$ cat src/rtl/png_pkg.sv
// Shared encodings and constants for the PNG stream sequencer.
package png_pkg;

   typedef enum logic [2:0] {
      StIdle, StSig, StIhdr, StSrgb, StIdat, StIend, StLast
   } state_e;

   typedef enum logic [1:0] {PhLen, PhTyp, PhDat, PhCrc} phase_e;

   localparam logic [63:0] PNG_SIG   = 64'h89504E470D0A1A0A;
   localparam logic [31:0] TYPE_IHDR = 32'h49484452;
   localparam logic [31:0] TYPE_SRGB = 32'h73524742;
   localparam logic [31:0] TYPE_IDAT = 32'h49444154;
   localparam logic [31:0] TYPE_IEND = 32'h49454E44;
   localparam logic [31:0] CRC_INIT  = 32'hFFFFFFFF;
   localparam logic [31:0] CRC_POLY  = 32'hEDB88320;

   // Big-endian byte select: idx 0 is the most significant byte.
   function automatic logic [7:0] be_byte(input logic [31:0] word, input logic [1:0] idx);
      logic [31:0] s;
      s = word << {idx, 3'b000};
      return s[31:24];
   endfunction

   function automatic logic [7:0] sig_byte(input logic [2:0] idx);
      logic [63:0] s;
      s = PNG_SIG << {idx, 3'b000};
      return s[63:56];
   endfunction

endpackage

$ cat src/rtl/crc32_byte.sv
// Combinational single-byte CRC32 step, reflected polynomial, LSB-first.
module crc32_byte
   import png_pkg::*;
(
   input  logic [31:0] crc_i,
   input  logic [7:0]  byte_i,
   output logic [31:0] crc_o
);

   always_comb begin
      logic [31:0] c;
      c = crc_i ^ {24'h0, byte_i};
      for (int i = 0; i < 8; i++) begin
         c = c[0] ? ((c >> 1) ^ CRC_POLY) : (c >> 1);
      end
      crc_o = c;
   end

endmodule

$ cat src/rtl/png_stream_ctrl.sv
// PNG container sequencer: signature, IHDR, [sRGB], IDAT x N, IEND with on-the-fly CRC32.
// Define PNG_STREAM_CTRL_SRGB_EN to insert an sRGB chunk after IHDR.
module png_stream_ctrl
   import png_pkg::*;
#(
   parameter int unsigned IDAT_CHUNK_MAX = 8192,
   parameter logic [7:0]  BIT_DEPTH      = 8'd8,
   parameter logic [7:0]  COLOR_TYPE     = 8'd6
) (
   input  logic        clk,
   input  logic        rst,
   input  logic        start_i,
   input  logic [31:0] w_i,
   input  logic [31:0] h_i,
   input  logic [31:0] idat_len_i,
   output logic        busy_o,
   output logic        done_o,
   input  logic        val_i,
   input  logic [7:0]  dat_i,
   output logic        rdy_o,
   output logic        val_o,
   output logic [7:0]  dat_o,
   output logic        lst_o,
   input  logic        rdy_i
);

   state_e      state_q, state_d, next_chunk;
   phase_e      phase_q, phase_d;
   logic [1:0]  bcnt_q, bcnt_d;
   logic [31:0] dcnt_q, dcnt_d;
   logic [31:0] len_q, len_d;
   logic [31:0] rem_q, rem_d;
   logic [31:0] crc_q, crc_d, crc_next;
   logic [31:0] w_q, h_q;
   logic [31:0] len_now, typ_now;
   logic [7:0]  byte_d, dat_byte;
   logic        load, emit, lst_d, done_d;

   assign load   = !val_o || rdy_i;
   assign busy_o = (state_q != StIdle);
   assign rdy_o  = (state_q == StIdat) && (phase_q == PhDat) && load;

   crc32_byte u_crc (
      .crc_i  (crc_q),
      .byte_i (byte_d),
      .crc_o  (crc_next)
   );

   always_comb begin
      len_now    = 32'd0;
      typ_now    = TYPE_IEND;
      next_chunk = StLast;
      unique case (state_q)
         StIhdr: begin
            len_now = 32'd13;
            typ_now = TYPE_IHDR;
`ifdef PNG_STREAM_CTRL_SRGB_EN
            next_chunk = StSrgb;
`else
            next_chunk = StIdat;
`endif
         end
         StSrgb: begin
            len_now    = 32'd1;
            typ_now    = TYPE_SRGB;
            next_chunk = StIdat;
         end
         StIdat: begin
            len_now    = (rem_q > 32'(IDAT_CHUNK_MAX)) ? 32'(IDAT_CHUNK_MAX) : rem_q;
            typ_now    = TYPE_IDAT;
            next_chunk = (rem_q != 32'd0) ? StIdat : StIend;
         end
         default: ;
      endcase
   end

   always_comb begin
      dat_byte = 8'h00;
      if (state_q == StIdat) begin
         dat_byte = dat_i;
      end else if (state_q == StIhdr) begin
         if (dcnt_q < 32'd4)       dat_byte = be_byte(w_q, dcnt_q[1:0]);
         else if (dcnt_q < 32'd8)  dat_byte = be_byte(h_q, dcnt_q[1:0]);
         else if (dcnt_q == 32'd8) dat_byte = BIT_DEPTH;
         else if (dcnt_q == 32'd9) dat_byte = COLOR_TYPE;
      end
   end

   always_comb begin
      state_d = state_q;
      phase_d = phase_q;
      bcnt_d  = bcnt_q;
      dcnt_d  = dcnt_q;
      len_d   = len_q;
      rem_d   = rem_q;
      crc_d   = crc_q;
      done_d  = 1'b0;
      emit    = 1'b0;
      lst_d   = 1'b0;
      byte_d  = 8'h00;
      unique case (state_q)
         StIdle: begin
            if (start_i) begin
               state_d = StSig;
               phase_d = PhLen;
               bcnt_d  = 2'd0;
               dcnt_d  = 32'd0;
               rem_d   = idat_len_i;
            end
         end
         StSig: begin
            emit   = 1'b1;
            byte_d = sig_byte(dcnt_q[2:0]);
            if (load) begin
               dcnt_d = dcnt_q + 32'd1;
               if (dcnt_q == 32'd7) begin
                  state_d = StIhdr;
                  dcnt_d  = 32'd0;
               end
            end
         end
         StLast: begin
            // Wait for the sink to take the final byte before signalling completion.
            if (val_o && rdy_i) begin
               state_d = StIdle;
               done_d  = 1'b1;
            end
         end
         default: begin
            unique case (phase_q)
               PhLen: begin
                  emit   = 1'b1;
                  byte_d = be_byte(len_now, bcnt_q);
                  if (load) begin
                     bcnt_d = bcnt_q + 2'd1;
                     if (bcnt_q == 2'd3) begin
                        phase_d = PhTyp;
                        len_d   = len_now;
                        crc_d   = CRC_INIT;
                     end
                  end
               end
               PhTyp: begin
                  emit   = 1'b1;
                  byte_d = be_byte(typ_now, bcnt_q);
                  if (load) begin
                     crc_d  = crc_next;
                     bcnt_d = bcnt_q + 2'd1;
                     if (bcnt_q == 2'd3) phase_d = (len_q == 32'd0) ? PhCrc : PhDat;
                  end
               end
               PhDat: begin
                  emit   = (state_q == StIdat) ? val_i : 1'b1;
                  byte_d = dat_byte;
                  if (load && emit) begin
                     crc_d  = crc_next;
                     dcnt_d = dcnt_q + 32'd1;
                     if (state_q == StIdat) rem_d = rem_q - 32'd1;
                     if (dcnt_q == len_q - 32'd1) begin
                        phase_d = PhCrc;
                        dcnt_d  = 32'd0;
                     end
                  end
               end
               PhCrc: begin
                  emit   = 1'b1;
                  byte_d = be_byte(~crc_q, bcnt_q);
                  lst_d  = (state_q == StIend) && (bcnt_q == 2'd3);
                  if (load) begin
                     bcnt_d = bcnt_q + 2'd1;
                     if (bcnt_q == 2'd3) begin
                        phase_d = PhLen;
                        state_d = next_chunk;
                     end
                  end
               end
            endcase
         end
      endcase
   end

   always_ff @(posedge clk or posedge rst) begin
      if (rst) begin
         state_q <= StIdle;
         phase_q <= PhLen;
         bcnt_q  <= 2'd0;
         dcnt_q  <= 32'd0;
         len_q   <= 32'd0;
         rem_q   <= 32'd0;
         crc_q   <= CRC_INIT;
         w_q     <= 32'd0;
         h_q     <= 32'd0;
         done_o  <= 1'b0;
         val_o   <= 1'b0;
         dat_o   <= 8'h00;
         lst_o   <= 1'b0;
      end else begin
         state_q <= state_d;
         phase_q <= phase_d;
         bcnt_q  <= bcnt_d;
         dcnt_q  <= dcnt_d;
         len_q   <= len_d;
         rem_q   <= rem_d;
         crc_q   <= crc_d;
         done_o  <= done_d;
         if (state_q == StIdle && start_i) begin
            w_q <= w_i;
            h_q <= h_i;
         end
         if (load) begin
            val_o <= emit;
            lst_o <= emit && lst_d;
            if (emit) dat_o <= byte_d;
         end
      end
   end

endmodule

$ cat config.mk
export PLATFORM = sky130hd
export DESIGN_NAME = png_stream_ctrl
export DESIGN_NICKNAME = d
export VERILOG_FILES = /design/src/rtl/png_pkg.sv /design/src/rtl/crc32_byte.sv /design/src/rtl/png_stream_ctrl.sv
export SDC_FILE = /design/constraint.sdc
export NUM_CORES = 1
export LEC_CHECK = 0
export CAP_MARGIN = 15
export CORE_MARGIN = 10
export CORE_UTILIZATION = 50
export DETAILED_ROUTE_END_ITERATION = 6
export PLACE_DENSITY = 0.69
export SYNTH_ARGS = -nofsm -noshare
export SYNTH_HDL_FRONTEND = slang
export SYNTH_HIERARCHICAL = 1
export SYNTH_SLANG_ARGS = --single-unit
$ cat constraint.sdc
create_clock -name clk -period 21.5 [get_ports clk]
set_clock_uncertainty 0.2 [all_clocks]
set_input_delay 6.45 -clock clk [delete_from_list [all_inputs] [get_ports clk]]
set_output_delay 6.45 -clock clk [all_outputs]
set_load 0.01 [all_outputs]
==> flow_summary.ini, run 1 <==
[clocking]
cts_made_buffers = 25
cts_hold_buf = 0
cts_sinks = 210
clockBufferDepth = 3
tritoncts = done
clockRootBuffer = clkbuf_16
h-tree-depth = 1
cts_setup_buffers = 0
post_cts_resize_count = 0
clock_latency_ns = 0.54
clk_pin_slew_ns = 0.05

[timing]
slew_viol_final = 0
setup_viol = 0
fmax_mhz = 67.8
min_period_over_period = 0.686
worst_pin_slew_ns = 1.08
maxSlewHeadroom = 0.281
fin_crit_ns = 14.76
setup_tns_ns = 0
finalHoldViolCount = 0
rsz0062_at_grt = no

[finish]
fin_util = 0.588
final_nets = 1743
diodes = 0
drive_above_1_share = 0.102
area_growth_pct = 16.2

[global_routing]
grt.busiest_layer = met2
grt_pass1_vias = 11600
antenna_found_initial = 2
grt_util_met1 = 0.321
grt-ovfl-total = 0
grt_use_met2 = 0.370
met3_usage = 0.0429
gr-usage-all-layers = 0.235
grt_pass1_wl_um = 64500
grt_max_degree = 137

[synthesis]
synth_async_sr_flop_share = 1.00
yosysSeqAreaShare = 0.390
syn-cell-area_um2 = 13600
synth.largest_area_cell = dfrtp_1
yosysWarnings = 6
synth_edf_count = 0
synthCells = 1558
synth_seq_cells = 210
ys.flop_type = dfrtp_1
synthTopCellsByArea = dfrtp_1 (33%), nand2_1 (9.1%), dfstp_2 (6.2%)
synth_top_area_frac = 0.328
syn_area_per_cell_um2 = 8.71
synth.net_count = 1680
synth.distinct_cells = 89

[drt]
drtIter0Drc = 1028
dr.pass1.iters = 6
drc_errors = 0
drtAntennaViolNets = 0
viasPerCell = 5.96
routedWlPerCell_um = 20.1
vias = 11800
drt_wl_total_um = 39900

[worst_setup_path]
path_cells = clkdlybuf4s50_1 -> nand2b_1 -> nand2_1 -> nor2_1 -> clkdlybuf4s50_1
r2r_setup_slack_ns = 16.45
endpoint = rdy_o
cp_common_cell = clkdlybuf4s50_1
crit_type = primary input to output port
critPathArrivalTime_ns = 8.11
cp-startpoint = rdy_i
critical-path-max-stage-delay_ns = 0.57
worstRegToRegCells = 13
required_ns = 14.85
r2r_end = crc_q[25]
start_kind = primary input
cp-end-kind = output port
cp_slowest_cell = clkdlybuf4s50_1
rr_startpoint = state_q[0]
path_max_fanout = 7

[floorplanning]
die_h_um = 185
dieWidth_um = 185
io_pins = 122
die_area_um2 = 34100
start_util = 0.506
rows = 60
core_um2 = 26800

[placement]
dp.final_hpwl_um = 28300
io_buffers = 121
gp_congestion = 0.973

[job]
drv_cap = 0

[outcome]
status = finished, final reports clean

[pwr]
p_leak_nw = 6.82
p_total_mw = 2.46
power-per-cell-area_nw_per_um2 = 156
peakVddDrop_mv = 0.0890

[min_path]
hp-class = register to register
hold_start = w_q[0]
==> flip-flops by register name (all words and copies together) (netlist names) <==
signal	count
done_o	1
len_q	32
bcnt_q	2
dcnt_q	32
dat_o	8
crc_q	32
phase_q	2
h_q	32
state_q	3
lst_o	1
w_q	32
val_o	1
rem_q	32
==> power breakdown <==
group          switching [mW]  total, mW  internal (mW)
clock network           0.174      0.431          0.257
logic                   0.677       1.33          0.652
registers               0.153      0.700          0.546
total                    1.00       2.46           1.46
==> worst max-delay path: cells and delay by family <==
family        cells  cell delay [ns]
buf+inv           2             1.06
simple gates      3             0.59
==> cell usage after synthesis (21+ instances only) <==
cell and count:
nand2_1 330, dfrtp_1 178, a21oi_1 107, o21ai_0 101, nor2_1 82, clkbuf_1 81
xnor2_1 58, nor3_1 45, inv_1 40, nand3_1 39, dfstp_2 32, nor2b_1 31
and2_1 25, nor4_1 23, nand2b_1 21
==> worst min path at each step <==
stage / endpoint / cells past startpoint
floorplan: h_q[10] / 2
global placement: h_q[4] / 2
CTS: w_q[0] / 2
global route: w_q[7] / 2
finish: w_q[0] / 2
detailed placement: w_q[0] / 2
==> cell families after synthesis <==
family                     Yosys count  synth area share
AOI/OAI and AO/OA                  350             0.162
xor gates and xnor gates           102            0.0970
adders and majority gates           13            0.0120
buffers and inverters              145            0.0446
DFF                                210             0.390
muxes                               45            0.0495
and+or+nand+nor                    693             0.245
==> cells in the final DEF, fill, tap and decap left out, types with 6 or more instances in the layout <==
cell and count:
o22ai_1 15, clkinv_2 6, nor4_1 23, o21ai_0 101
nand2b_1 21, xnor2_4 6, dfstp_2 32, nand3b_1 7
and2_1 24, nand4_1 19, clkbuf_16 25, a211oi_1 8
nor3b_1 15, o31ai_1 14, xor2_1 14, xnor3_1 13
clkdlybuf4s50_1 121, o32ai_1 6, or3_1 11, nand3_1 39
inv_1 39, or4_1 10, mux2i_1 12, dfrtp_1 178
mux2_2 17, clkbuf_8 6, nor2_1 82, nor3_1 45
xnor2_1 58, nor2b_1 31, buf_4 20, a21oi_1 107
mux4_2 16, ha_1 13, nand2_1 329, a31oi_1 9
a22oi_1 10, a22o_1 7, a21o_1 9
==> area by class of cell <==
class	count	area [um2]
multi-input combinational	1203	7690
fill	2409	11000
clock inverter	13	121
sequential	210	5300
inverter	40	158
clock buffer	33	716
timing repair buffer	141	1360
tap	341	427
==> metal layers <==
layer	part of all wire	vias to the layer above	routed length (um)
met1	0.45	5722	17800
li1	-	5621	-
met3	0.060	80	2390
met4	0.031	4	1220
met5	0.00070	-	28
met2	0.46	377	18400
==> per-stage QoR <==
step	area (um2)	hold slack, ns	worst slack (ns)	std cells
global route	15800	0.286	6.63	1981
CTS	15800	0.271	6.72	1981
global placement	14900	0.252	6.67	1935
detailed placement	14900	0.257	6.72	1935
floorplan	13600	0.240	7.95	1558
finish	15800	0.267	6.74	1981
(Power assumes the default switching activity.)
==> inputs of run 2 (changes only) <==
==> constraint.sdc (replaced) <==
create_clock -name clk -period 14.05 [get_ports clk]
set_clock_uncertainty 0.2 [all_clocks]
set_input_delay 4.215 -clock clk [delete_from_list [all_inputs] [get_ports clk]]
set_output_delay 4.215 -clock clk [all_outputs]
set_load 0.01 [all_outputs]
==> flow_summary.ini, run 2 (same netlist as run 1, synthesis figures left out) <==
[outcome]
status = finished, final reports clean

[floorplanning]
rows = 60
die_h_um = 185
dieWidth_um = 185
io_pins = 122
die_area_um2 = 34100
core_um2 = 26800
start_util = 0.506

[clocking]
clock_latency_ns = 0.55
h-tree-depth = 1
cts_setup_buffers = 0
post_cts_resize_count = 0
cts_sinks = 210
clk_pin_slew_ns = 0.06
clockRootBuffer = clkbuf_16
cts_made_buffers = 25
cts_hold_buf = 0
tritoncts = done
clockBufferDepth = 3

[worst_setup_path]
cp_slowest_cell = clkdlybuf4s50_1
path_cells = clkdlybuf4s50_1 -> nand2b_1 -> nand2_1 -> nor2_1 -> clkdlybuf4s50_1
crit_family = buffers and inverters
critical-path-max-stage-delay_ns = 0.58
cp_common_cell = clkdlybuf4s50_1
start_kind = primary input
path_max_fanout = 7
required_ns = 9.63
r2r_setup_slack_ns = 8.92
critPathArrivalTime_ns = 5.96
cp-end-kind = output port
crit_buf_inv = 2
crit_type = primary input to output port

[drt]
drtAntennaViolNets = 0
vias = 11800
drt_wl_total_um = 40000
dr.pass1.iters = 6
routedWlPerCell_um = 20.2
viasPerCell = 5.94
drtIter0Drc = 1084
drc_errors = 0

[job]
drv_cap = 0

[finish]
final_common_cell = nand2_1
area_growth_pct = 16.3
final_cell_mix = nand2_1 (329), dfrtp_1 (178), clkdlybuf4s50_1 (121)
diodes = 0
final_nets = 1741
fin_area_um2 = 15800
drive_above_1_share = 0.0984

[pwr]
combinationalPowerShare = 0.536
p_int_mw = 2.26
p_leak_nw = 6.82
seqPwrFrac = 0.282
netSwitchingFraction = 0.405
clkPwrFrac = 0.182
power-per-cell-area_nw_per_um2 = 241
switchingPower_mw = 1.54
p_total_mw = 3.80
peakVddDrop_mv = 0.159

[global_routing]
gr-usage-all-layers = 0.235
antenna_found_initial = 3
grt-ovfl-total = 0
grt_max_degree = 137
grt_pass1_wl_um = 64600
grt_pass1_vias = 11500

[placement]
io_buffers = 121
placed_cell_area_um2 = 14900
dp.final_hpwl_um = 28400
gp_congestion = 0.972

[timing]
rsz0062_at_grt = no
min_period_over_period = 0.739
finalHoldViolCount = 0
setup_viol = 0
slew_viol_final = 0
maxSlewHeadroom = 0.208
fin_crit_ns = 10.38
fmax_mhz = 96.3
setup_tns_ns = 0
worst_pin_slew_ns = 1.19
hold_slack_ns = 0.268

[min_path]
hp-class = register to register
## run 2: changes by cell type in the layout (fill, tap and decap cells not counted)
cell        previous run  this run
clkbuf_1               2         6
bufinv_16              2         5
clkinv_1               2         0
clkbuf_8               6         2
clkinvlp_4             2         1
buf_4                 20        18
clkinv_2               6         4
## run 2: layer usage
layer	wire length, um	GRT usage	up-vias	part of all wire
met3	2520	0.0406	80	0.063
met2	19000	0.383	412	0.47
met1	17600	0.317	5639	0.44
met4	903	0.0579	6	0.023
li1	-	-	5613	-
met5	41	0	-	0.0010
## run 2: per-stage QoR
stage,setup WS (ns),util,cells
after global routing,3.59,0.589,1977
after CTS,3.67,0.589,1977
after detailed placement,3.68,0.556,1933
after global placement,3.68,0.556,1933
after floorplan,3.95,-,1558
final,3.67,0.589,1977
## run 2: worst reg2reg max path, cell delays in order (launching register included)
cell	delay, ns
dfrtp_1	0.59
or3b_1	0.65
or3_1	0.39
a2111oi_2	0.34
buf_4	0.33
a31oi_1	0.13
o21ai_0	0.28
a21oi_1	0.13
o22ai_1	0.59
xnor2_4	0.28
xnor3_2	0.58
xnor3_1	0.36
nor2b_1	0.11
o21ai_0	0.08
## run 2: worst paths after layout
path | start | endpoint | cells past startpoint
setup reg to reg | state_q[0] | crc_q[19] | 13
setup / recovery | rdy_i | rdy_o | 5
hold / removal | w_q[8] | w_q[8] | 2
max in group asynchronous | rst | len_q[27] | 3
min in group asynchronous | rst | h_q[10] | 2
hold reg to reg | w_q[8] | w_q[8] | 2
## run 2: power groups by stage
stage / combinational, mW / clock (mW) / sequential, mW
CTS: 2.03 / 0.704 / 1.07
global route: 2.22 / 0.724 / 1.10
finish: 2.03 / 0.692 / 1.07
global placement: 1.98 / 0 / 1.07
floorplan: 1.64 / 0 / 0.972
detailed placement: 2.02 / 0 / 1.08
## run 2: area by class of cell
cell class / count / area, um2
fill: 2360 / 11000
multi-input combinational: 1203 / 7690
sequential: 210 / 5300
timing repair buffer: 139 / 1350
clock buffer: 33 / 676
tap: 341 / 427
clock inverter: 11 / 186
inverter: 40 / 158
